## src/rtl/cpu_pkg.sv

```systemverilog
// Shared CPU constants: default widths, canonical NOP, RV32 opcodes and field positions.
package cpu_pkg;

  localparam int unsigned D_WIDTH_DEF = 32;
  localparam int unsigned A_WIDTH_DEF = 32;

  // addi x0, x0, 0
  localparam logic [31:0] NOP_INSTR = 32'h0000_0013;

  localparam logic [6:0] OP_IMM = 7'b0010011;
  localparam logic [6:0] OP     = 7'b0110011;
  localparam logic [6:0] LOAD   = 7'b0000011;
  localparam logic [6:0] STORE  = 7'b0100011;
  localparam logic [6:0] BRANCH = 7'b1100011;
  localparam logic [6:0] JAL    = 7'b1101111;

  localparam int unsigned OPCODE_LSB = 0;
  localparam int unsigned RD_LSB     = 7;
  localparam int unsigned FUNCT3_LSB = 12;
  localparam int unsigned RS1_LSB    = 15;
  localparam int unsigned RS2_LSB    = 20;
  localparam int unsigned FUNCT7_LSB = 25;

endpackage

```

## src/rtl/fetch_fifo.sv

```systemverilog
// Fetch buffer: synchronous FIFO of {pc, instr} pairs with flush, occupancy count and async reset.
module fetch_fifo
  import cpu_pkg::*;
#(
  parameter int unsigned A_WIDTH = A_WIDTH_DEF,
  parameter int unsigned D_WIDTH = D_WIDTH_DEF,
  parameter int unsigned DEPTH   = 2,
  localparam int unsigned PW     = $clog2(DEPTH),
  localparam int unsigned CW     = PW + 1
) (
  input  logic               clk,
  input  logic               rst,
  input  logic               clear_i,
  input  logic               push_i,
  input  logic [A_WIDTH-1:0] push_pc_i,
  input  logic [D_WIDTH-1:0] push_data_i,
  input  logic               pop_i,
  output logic [A_WIDTH-1:0] head_pc_o,
  output logic [D_WIDTH-1:0] head_data_o,
  output logic [CW-1:0]      count_o,
  output logic               empty_o
);

  logic [A_WIDTH+D_WIDTH-1:0] mem_q [DEPTH];
  logic [PW-1:0]              wr_ptr_q, rd_ptr_q;
  logic [CW-1:0]              count_q;
  logic                       do_push, do_pop;

  // Clear wins over a simultaneous push or pop.
  assign do_push = push_i && !clear_i;
  assign do_pop  = pop_i && !clear_i && (count_q != '0);

  always_ff @(posedge clk) begin
    if (do_push) begin
      mem_q[wr_ptr_q] <= {push_pc_i, push_data_i};
    end
  end

  always_ff @(posedge clk or posedge rst) begin
    if (rst) begin
      wr_ptr_q <= '0;
      rd_ptr_q <= '0;
      count_q  <= '0;
    end else if (clear_i) begin
      wr_ptr_q <= '0;
      rd_ptr_q <= '0;
      count_q  <= '0;
    end else begin
      if (do_push) begin
        wr_ptr_q <= wr_ptr_q + PW'(1);
      end
      if (do_pop) begin
        rd_ptr_q <= rd_ptr_q + PW'(1);
      end
      count_q <= count_q + CW'(do_push) - CW'(do_pop);
    end
  end

  assign {head_pc_o, head_data_o} = mem_q[rd_ptr_q];
  assign count_o                  = count_q;
  assign empty_o                  = (count_q == '0);

endmodule

```

## src/rtl/if_stage.sv

```systemverilog
// Instruction-fetch stage: owns the PC, issues credit-limited in-order imem requests,
// buffers responses and drives the IF/ID register with decoded RV32 fields.
module if_stage
  import cpu_pkg::*;
#(
  parameter int unsigned        D_WIDTH    = D_WIDTH_DEF,
  parameter int unsigned        A_WIDTH    = A_WIDTH_DEF,
  parameter int unsigned        RF_SIZE    = 5,
  parameter int unsigned        FIFO_DEPTH = 2,
  parameter logic [A_WIDTH-1:0] RESET_PC   = '0
) (
  input  logic               clk,
  input  logic               rst,
  input  logic               en,
  input  logic               redirect,
  input  logic [A_WIDTH-1:0] redirect_pc,
  output logic               imem_req_valid,
  input  logic               imem_req_ready,
  output logic [A_WIDTH-1:0] imem_req_addr,
  input  logic               imem_rsp_valid,
  input  logic [D_WIDTH-1:0] imem_rsp_data,
  output logic               instr_valid,
  output logic [A_WIDTH-1:0] pc_id,
  output logic [D_WIDTH-1:0] instr,
  output logic [6:0]         opcode,
  output logic [RF_SIZE-1:0] rd,
  output logic [2:0]         funct3,
  output logic [RF_SIZE-1:0] rs1,
  output logic [RF_SIZE-1:0] rs2,
  output logic [6:0]         funct7
);

  localparam int unsigned        CW      = $clog2(FIFO_DEPTH) + 1;
  localparam int unsigned        OW      = CW + 1;
  localparam logic [OW-1:0]      CREDITS = OW'(FIFO_DEPTH);
  localparam logic [D_WIDTH-1:0] NOP     = D_WIDTH'(NOP_INSTR);

  logic [A_WIDTH-1:0] fetch_pc_q, fetch_pc_d;
  logic [A_WIDTH-1:0] rsp_pc_q, rsp_pc_d;
  logic [A_WIDTH-1:0] pc_id_q, pc_id_d;
  logic [D_WIDTH-1:0] instr_q, instr_d;
  logic               instr_valid_q, instr_valid_d;
  logic [CW-1:0]      in_flight_q, in_flight_d;
  logic [CW-1:0]      drop_cnt_q, drop_cnt_d;

  logic [CW-1:0]      fifo_count;
  logic               fifo_empty;
  logic [A_WIDTH-1:0] head_pc;
  logic [D_WIDTH-1:0] head_data;
  logic [OW-1:0]      occupancy;
  logic               credit_ok, req_fire, rsp_keep, fifo_pop;

  // Outstanding plus buffered never exceeds FIFO_DEPTH, so the buffer cannot overflow.
  assign occupancy      = {1'b0, in_flight_q} + {1'b0, fifo_count};
  assign credit_ok      = occupancy < CREDITS;
  assign imem_req_valid = !rst && !redirect && credit_ok;
  assign imem_req_addr  = fetch_pc_q;
  assign req_fire       = imem_req_valid && imem_req_ready;
  assign rsp_keep       = imem_rsp_valid && !redirect && (drop_cnt_q == '0);
  assign fifo_pop       = en && !redirect && !fifo_empty;

  fetch_fifo #(
    .A_WIDTH (A_WIDTH),
    .D_WIDTH (D_WIDTH),
    .DEPTH   (FIFO_DEPTH)
  ) u_fifo (
    .clk         (clk),
    .rst         (rst),
    .clear_i     (redirect),
    .push_i      (rsp_keep),
    .push_pc_i   (rsp_pc_q),
    .push_data_i (imem_rsp_data),
    .pop_i       (fifo_pop),
    .head_pc_o   (head_pc),
    .head_data_o (head_data),
    .count_o     (fifo_count),
    .empty_o     (fifo_empty)
  );

  always_comb begin
    fetch_pc_d    = fetch_pc_q;
    rsp_pc_d      = rsp_pc_q;
    pc_id_d       = pc_id_q;
    instr_d       = instr_q;
    instr_valid_d = instr_valid_q;
    drop_cnt_d    = drop_cnt_q;
    in_flight_d   = in_flight_q + CW'(req_fire) - CW'(imem_rsp_valid);

    if (redirect) begin
      // Everything still outstanding after this cycle's response belongs to the old path.
      fetch_pc_d    = redirect_pc;
      rsp_pc_d      = redirect_pc;
      drop_cnt_d    = in_flight_q - CW'(imem_rsp_valid);
      instr_d       = NOP;
      instr_valid_d = 1'b0;
    end else begin
      if (req_fire) begin
        fetch_pc_d = fetch_pc_q + A_WIDTH'(4);
      end
      if (rsp_keep) begin
        rsp_pc_d = rsp_pc_q + A_WIDTH'(4);
      end
      if (imem_rsp_valid && (drop_cnt_q != '0)) begin
        drop_cnt_d = drop_cnt_q - CW'(1);
      end
      if (en) begin
        if (!fifo_empty) begin
          instr_d       = head_data;
          pc_id_d       = head_pc;
          instr_valid_d = 1'b1;
        end else begin
          instr_d       = NOP;
          instr_valid_d = 1'b0;
        end
      end
    end
  end

  always_ff @(posedge clk or posedge rst) begin
    if (rst) begin
      fetch_pc_q    <= RESET_PC;
      rsp_pc_q      <= RESET_PC;
      pc_id_q       <= '0;
      instr_q       <= NOP;
      instr_valid_q <= 1'b0;
      in_flight_q   <= '0;
      drop_cnt_q    <= '0;
    end else begin
      fetch_pc_q    <= fetch_pc_d;
      rsp_pc_q      <= rsp_pc_d;
      pc_id_q       <= pc_id_d;
      instr_q       <= instr_d;
      instr_valid_q <= instr_valid_d;
      in_flight_q   <= in_flight_d;
      drop_cnt_q    <= drop_cnt_d;
    end
  end

  assign instr_valid = instr_valid_q;
  assign pc_id       = pc_id_q;
  assign instr       = instr_q;
  assign opcode      = instr_q[OPCODE_LSB +: 7];
  assign rd          = instr_q[RD_LSB +: RF_SIZE];
  assign funct3      = instr_q[FUNCT3_LSB +: 3];
  assign rs1         = instr_q[RS1_LSB +: RF_SIZE];
  assign rs2         = instr_q[RS2_LSB +: RF_SIZE];
  assign funct7      = instr_q[FUNCT7_LSB +: 7];

endmodule

```

## config.mk

```make
export PLATFORM = sky130hd
export DESIGN_NAME = if_stage
export DESIGN_NICKNAME = d
export VERILOG_FILES = /design/src/rtl/cpu_pkg.sv /design/src/rtl/fetch_fifo.sv /design/src/rtl/if_stage.sv
export SDC_FILE = /design/constraint.sdc
export NUM_CORES = 1
export LEC_CHECK = 0
export ABC_AREA = 1
export CAP_MARGIN = 5
export CORE_UTILIZATION = 50
export CTS_BUF_LIST = sky130_fd_sc_hd__clkbuf_8
export DETAILED_ROUTE_END_ITERATION = 6
export PLACE_DENSITY = 0.85
export SLEW_MARGIN = 25
export SYNTH_ARGS = -nofsm -noshare
export SYNTH_HDL_FRONTEND = slang
export SYNTH_HIERARCHICAL = 1
export SYNTH_SLANG_ARGS = --single-unit
```

## constraint.sdc

```tcl
create_clock -name clk -period 4.7 [get_ports clk]
set_clock_uncertainty 0.15 [all_clocks]
set_input_delay 0.705 -clock clk [delete_from_list [all_inputs] [get_ports clk]]
set_output_delay 0.705 -clock clk [all_outputs]
set_load 0.01 [all_outputs]
```

==> results of run 1 <==
-- final cells by class --
cell class | count | area [µm²]
fillers | 1897 | 8690
flip-flops and latches | 265 | 7280
multi-input cells | 862 | 3950
repair buffers | 208 | 2080
clock buffers | 45 | 619
inverters | 120 | 455
well taps | 319 | 399
clock inverters | 33 | 143
diodes | 1 | 2.50
-- how the worst min path moves through the flow --
stage,start,depth (start not counted),slack [ps],to
after floorplan,rsp_pc_q[0],0,290,u_fifo/mem_q[0][32]
after global routing,rsp_pc_q[0],0,350,u_fifo/mem_q[0][32]
after global placement,pc_id[17],2,310,pc_id[17]
after detailed placement,pc_id[0],2,310,pc_id[0]
final,pc_id[26],2,320,pc_id[26]
after CTS,pc_id[0],2,320,pc_id[0]
-- cell usage after synthesis, drive strengths merged (4+ instances only) --
cell type | count | area, µm²
a21oi | 27 | 135
a22o | 29 | 254
buf | 63 | 423
clkbuf | 11 | 41.3
dfrtp | 134 | 3350
edfxtp | 128 | 3840
ha | 8 | 100
inv | 120 | 450
nand2 | 530 | 2000
nand3 | 76 | 380
nand4 | 15 | 109
nor2 | 87 | 362
nor3 | 7 | 46.3
o211ai | 10 | 75.1
o21ai | 39 | 195
o21bai | 8 | 60.1
xnor2 | 4 | 35.0
xor2 | 6 | 52.6
-- through the flow --
stage | cells | total power [W] | instance area [µm²] | TNS [ps]
floorplan | 1321 | 0.00361 | 12100 | -5050
global placement | 1774 | 0.00423 | 14200 | 0
detailed placement | 1774 | 0.00428 | 14200 | 0
CTS | 1852 | 0.00607 | 14900 | 0
global route | 1852 | 0.00633 | 14900 | 0
finish | 1853 | 0.00602 | 14900 | 0
-- metal layers --
layer,GRT usage,vias up
met5,0,-
met4,0.0740,0
met3,0.0545,49
met2,0.400,447
met1,0.319,4537
li1,-,4627
-- worst max-delay path, delay by kind of cell, from the launching register on --
| family | cells | cell delay [ps] |
|---|---|---|
| buffers and inverters | 4 | 760 |
| flip-flops | 1 | 410 |
| AND/OR/NAND/NOR | 2 | 170 |
| adder cells (fa/ha/maj) | 1 | 440 |
-- sequential cells by signal, indices dropped and copies added, names as in the netlist --
name             count
instr               32
instr_valid          1
u_fifo/wr_ptr_q      1
in_flight_q          2
rsp_pc_q            32
imem_req_addr       32
u_fifo/rd_ptr_q      1
u_fifo/count_o       2
drop_cnt_q           2
u_fifo/mem_q       128
pc_id               32
-- cell usage in the layout (no fill, tap or decap), types with 14 or more instances in the layout --
cell type	count
nand2_1	527
clkdlybuf4s50_1	198
dfrtp_1	133
inv_1	132
edfxtp_1	128
nand3_1	76
nor2_1	74
clkbuf_8	45
o21ai_0	33
a22o_1	29
a21oi_1	27
nand4_1	14
-- power by group through the flow --
| stage | Sequential, W | Combinational, W | Clock (W) |
|---|---|---|---|
| global route | 0.00305 | 0.00136 | 0.00192 |
| finish | 0.00301 | 0.00122 | 0.00178 |
| global placement | 0.00304 | 0.00118 | 0 |
| floorplan | 0.00306 | 0.000542 | 0 |
| detailed placement | 0.00305 | 0.00123 | 0 |
| CTS | 0.00301 | 0.00123 | 0.00182 |
-- cells by family after synthesis --
family	count (synthesis)	share of synthesized area
compound gates	124	0.0661
fa+ha+maj	9	0.00991
xor+xnor	10	0.00722
flops	265	0.600
simple gates	719	0.241
buf+inv	194	0.0754
==> impl_metrics.yaml, run 1 <==
sta:
  hold_ws_ps: 323
  period_share: 0.675
  fin_crit_ps: 3170
  setup_viol_count_final: 0
  grt_setup_unrepaired: "false"
  max_freq_mhz: 315
  max_slew_margin: 0.318
  finalHoldViolCount: 0
  drv_slew: 0
  tightest_slew_ps: 1020
  setup_ws_ps: 1530
logic_synthesis:
  synth_seq_cells: 265
  avgSynthCellArea_um2: 9.18
  yosysWarningCount: 6
  netlist_instances: 1321
  synth_edf_count: 128
  synth-async-reset-ratio: 0.517
  yosysUniqueCellTypes: 38
  syn_nets: 1400
  seq_area_frac_synth: 0.600
  synth_flop_cell: "dfrtp_1"
  synth_area_um2: 12100
critical_path:
  max_stage_delay_ps: 520
  critical_path_class: "reg -> out"
  arrival_ps: 2320
  endpoint_kind: "output pin"
  r2r-start: "u_fifo/count_o[0]"
  required_ps: 3850
  cp-endpoint: "imem_req_valid"
  reg2reg_to: "imem_req_addr[7]"
  ff2ff_setup_slack_ps: 2040
  crit_path_start_kind: "flip-flop"
  r2r.worst_path.cells: 9
  path_common_cell: "inv_1"
  path_max_fanout: 3
  critPathSlowestCell: "clkdlybuf4s50_1"
  cp_cell_sequence: "nand2_1, inv_1, fa_1, inv_1, nand3_1, inv_1, clkdlybuf4s50_1"
  crit_start: "u_fifo/count_o[0]"
layout:
  drive_gt1_frac: 0.0594
  nets: 1578
  postLayoutCoreUtil: 0.632
  syn_to_final_growth_pct: 23.1
pwr:
  sw_frac_of_total: 0.299
  leakagePower_nw: 6.65
  intPower_w: 0.00422
  power_switching_w: 0.00180
  p_per_area_nw_per_um2: 403
  vdd.ir_drop.worst_v: 0.000175
  seq_power_share: 0.501
  combPwrFrac: 0.203
  clockPowerShare: 0.296
clock_tree:
  htree_levels: 2
  clkLatencyLatePin_ps: 550
  cts_resized: 0
  cts_root_buf: "clkbuf_8"
  clk_pin_slew_worst_paths_ps: 60
  cts.sinks: 265
  cts_tree: "done"
  postCtsHoldBufs: 0
  clock_path_buffers: 3
  cts_setup_buffers: 0
  cts_inserted_buffers: 42
global_route:
  overflow: 0
  grt_pass1_wl_um: 46900
  grt_pass1_vias: 9161
  grt_max_degree: 67
  track_usage: 0.243
  antenna_found_initial: 0
place:
  place_ws_ps: 1430
  dp_hpwl_um: 20200
  port_buffers: 199
  gp_congestion: 0.960
floorplan:
  die_x_um: 158
  ioPinCount: 200
  fp.dieH_um: 158
  rows: 56
  core_um2: 23600
  initial_utilization: 0.513
  die_area_um2: 24900
route:
  drcViolationCount: 0
  vias: 9660
  wl_met2_um: 13700
  viasPerCell: 5.21
  wl_um: 29400
  avgRoutedWirePerCell_um: 15.9
  wl_met1_um: 12000
  drtIter0Drc: 798
  ant_nets: 0
  drtPass1Iterations: 5
  wl_met3_um: 3080
  route.top_layer_used: "met4"
run:
  maxCapViolations: 0
worst_hold_path:
  hp-class: "reg -> reg"
outcome:
  status: "finished clean"
(Power assumes the default switching activity.)
==> run 2: changes to the inputs <==
- clock period: 4.7 -> 2.9 ns (I/O delays scaled with it)
==> run 2 against run 1 <==
  * Register-to-register slack worse by 1400 ps
  * Count of clock-buffer cells in the layout is 2 higher
  * Power is 63% higher
  * Sequential share of layout area is 0.49 points lower
  * Critical path depth stayed put
  * Critical endpoint unchanged
  * Final area is 1.0% higher
==> impl_metrics.yaml, run 2 (synthesis gave the netlist of run 1 again) <==
place:
  dpl_cell_area_um2: 14300
  dp_hpwl_um: 20800
  gp_congestion: 0.947
  port_buffers: 199
sta:
  grt_setup_unrepaired: "false"
  hold_ws_ps: 77.2
  max_slew_margin: 0.536
  tightest_slew_ps: 695
  drv_slew: 0
  setup_viol_count_final: 0
  period_share: 0.848
  finalHoldViolCount: 0
  fin_crit_ps: 2460
  max_freq_mhz: 406
clock_tree:
  cts_root_buf: "clkbuf_8"
  cts_tree: "done"
  cts_inserted_buffers: 43
  clock_path_buffers: 3
  clk_pin_slew_worst_paths_ps: 60
  postCtsHoldBufs: 0
  clkLatencyLatePin_ps: 560
  htree_levels: 2
  cts.sinks: 265
outcome:
  status: "finished clean"
critical_path:
  critPathSlowestCell: "fa_1"
  arrival_ps: 1880
  crit_path_start_kind: "flip-flop"
  cp_cell_sequence: "nand2_1, inv_1, fa_1, inv_2, nand3_1, inv_1, dlymetal6s2s_1"
  required_ps: 2320
  max_stage_delay_ps: 490
  path_max_fanout: 3
  ff2ff_setup_slack_ps: 630
  critical_path_class: "reg -> out"
  path_common_cell: "inv_1"
  worst-path-buf-inv: 4
  endpoint_kind: "output pin"
  cpLargestDelayFamily: "adder cells"
route:
  drtPass1Iterations: 5
  avgRoutedWirePerCell_um: 15.8
  drtIter0Drc: 627
  vias: 9663
  ant_nets: 0
  wl_um: 29400
  drcViolationCount: 0
  viasPerCell: 5.19
pwr:
  leakagePower_nw: 6.73
  vdd.ir_drop.worst_v: 0.000326
  p_per_area_nw_per_um2: 652
layout:
  layout_commonest_cell: "nand2_1"
  nets: 1587
  fillCellCount: 1834
  largest_reg_flops: 128
  drive_gt1_frac: 0.0649
  final_cell_area_um2: 15100
  antenna_cells: 0
  max_flop_register: "u_fifo/mem_q"
  final_cell_mix: "527 x nand2_1, 197 x clkdlybuf4s50_1, 133 x inv_1, 133 x dfrtp_1, 128 x edfxtp_1"
  syn_to_final_growth_pct: 24.4
global_route:
  track_usage: 0.245
  grt_pass1_wl_um: 47600
  antenna_found_initial: 0
  overflow: 0
  grt_pass1_vias: 9524
  grt_max_degree: 69
floorplan:
  core_um2: 23600
  fp.dieH_um: 158
  rows: 56
  die_area_um2: 24900
  initial_utilization: 0.513
  die_x_um: 158
  ioPinCount: 200
run:
  maxCapViolations: 0
worst_hold_path:
  hp-class: "in -> async"
[run 2: cell type report]
cell class                      instances  area (µm²)  share of cell area
Timing Repair Buffer                  216        2200               0.146
Tap cell                              319         399              0.0265
Inverter                              120         454              0.0301
Clock buffer                           47         647              0.0429
Clock inverter                         32         146             0.00971
Sequential cell                       265        7280               0.483
Multi-Input combinational cell        862        3950               0.262
[run 2: repair_timing]
action / in CTS / in global routing
setup buffers: 0 / 0
gates resized for setup: 1 / 1
setup endpoints to repair: 1 / 1
[run 2: power by group]
part | total (W) | leakage (nW) | switching, W | internal (W)
clock | 0.00296 | 0.476 | 0.00146 | 0.00150
sequential | 0.00488 | 2.89 | 0.000414 | 0.00446
combinational | 0.00199 | 3.37 | 0.00104 | 0.000954
[run 2: per-stage QoR]
| step | util | worst slack, ps | TNS (ps) | total power (W) | std cells |
|---|---|---|---|---|---|
| floorplan | - | -635 | -81260 | 0.00584 | 1321 |
| global placement | 0.605 | 415 | 0 | 0.00685 | 1782 |
| detailed placement | 0.605 | 352 | 0 | 0.00693 | 1782 |
| CTS | 0.638 | 18.8 | 0 | 0.00991 | 1861 |
| global route | 0.639 | 314 | 0 | 0.0103 | 1861 |
| finish | 0.639 | 440 | 0 | 0.00983 | 1861 |
[run 2: worst paths after layout]
kind,cells past startpoint,endpoint,startpoint
worst max-delay path,7,imem_req_valid,u_fifo/count_o[0]
worst min-delay path,2,u_fifo/count_o[1],rst
worst max register to register,9,imem_req_addr[29],u_fifo/count_o[0]
worst min register to register,2,pc_id[3],pc_id[3]
max in group asynchronous,3,rsp_pc_q[26],rst
min in group clk,2,u_fifo/count_o[0],redirect
[run 2: layer usage]
| metal | vias up | GRT usage | routed length, µm |
|---|---|---|---|
| met1 | 4495 | 0.311 | 12000 |
| li1 | 4642 | - | - |
| met3 | 53 | 0.0539 | 2790 |
| met2 | 473 | 0.413 | 14000 |
| met5 | - | 0 | 0 |
| met4 | 0 | 0.0869 | 692 |
[run 2: worst register-to-register path: stages (launching register included)]
cell,delay [ps]
dfrtp_1,400
nand2_1,70
inv_1,40
fa_1,440
inv_2,90
nand4_4,130
inv_1,450
buf_4,260
nand3_1,90
nand2_1,60
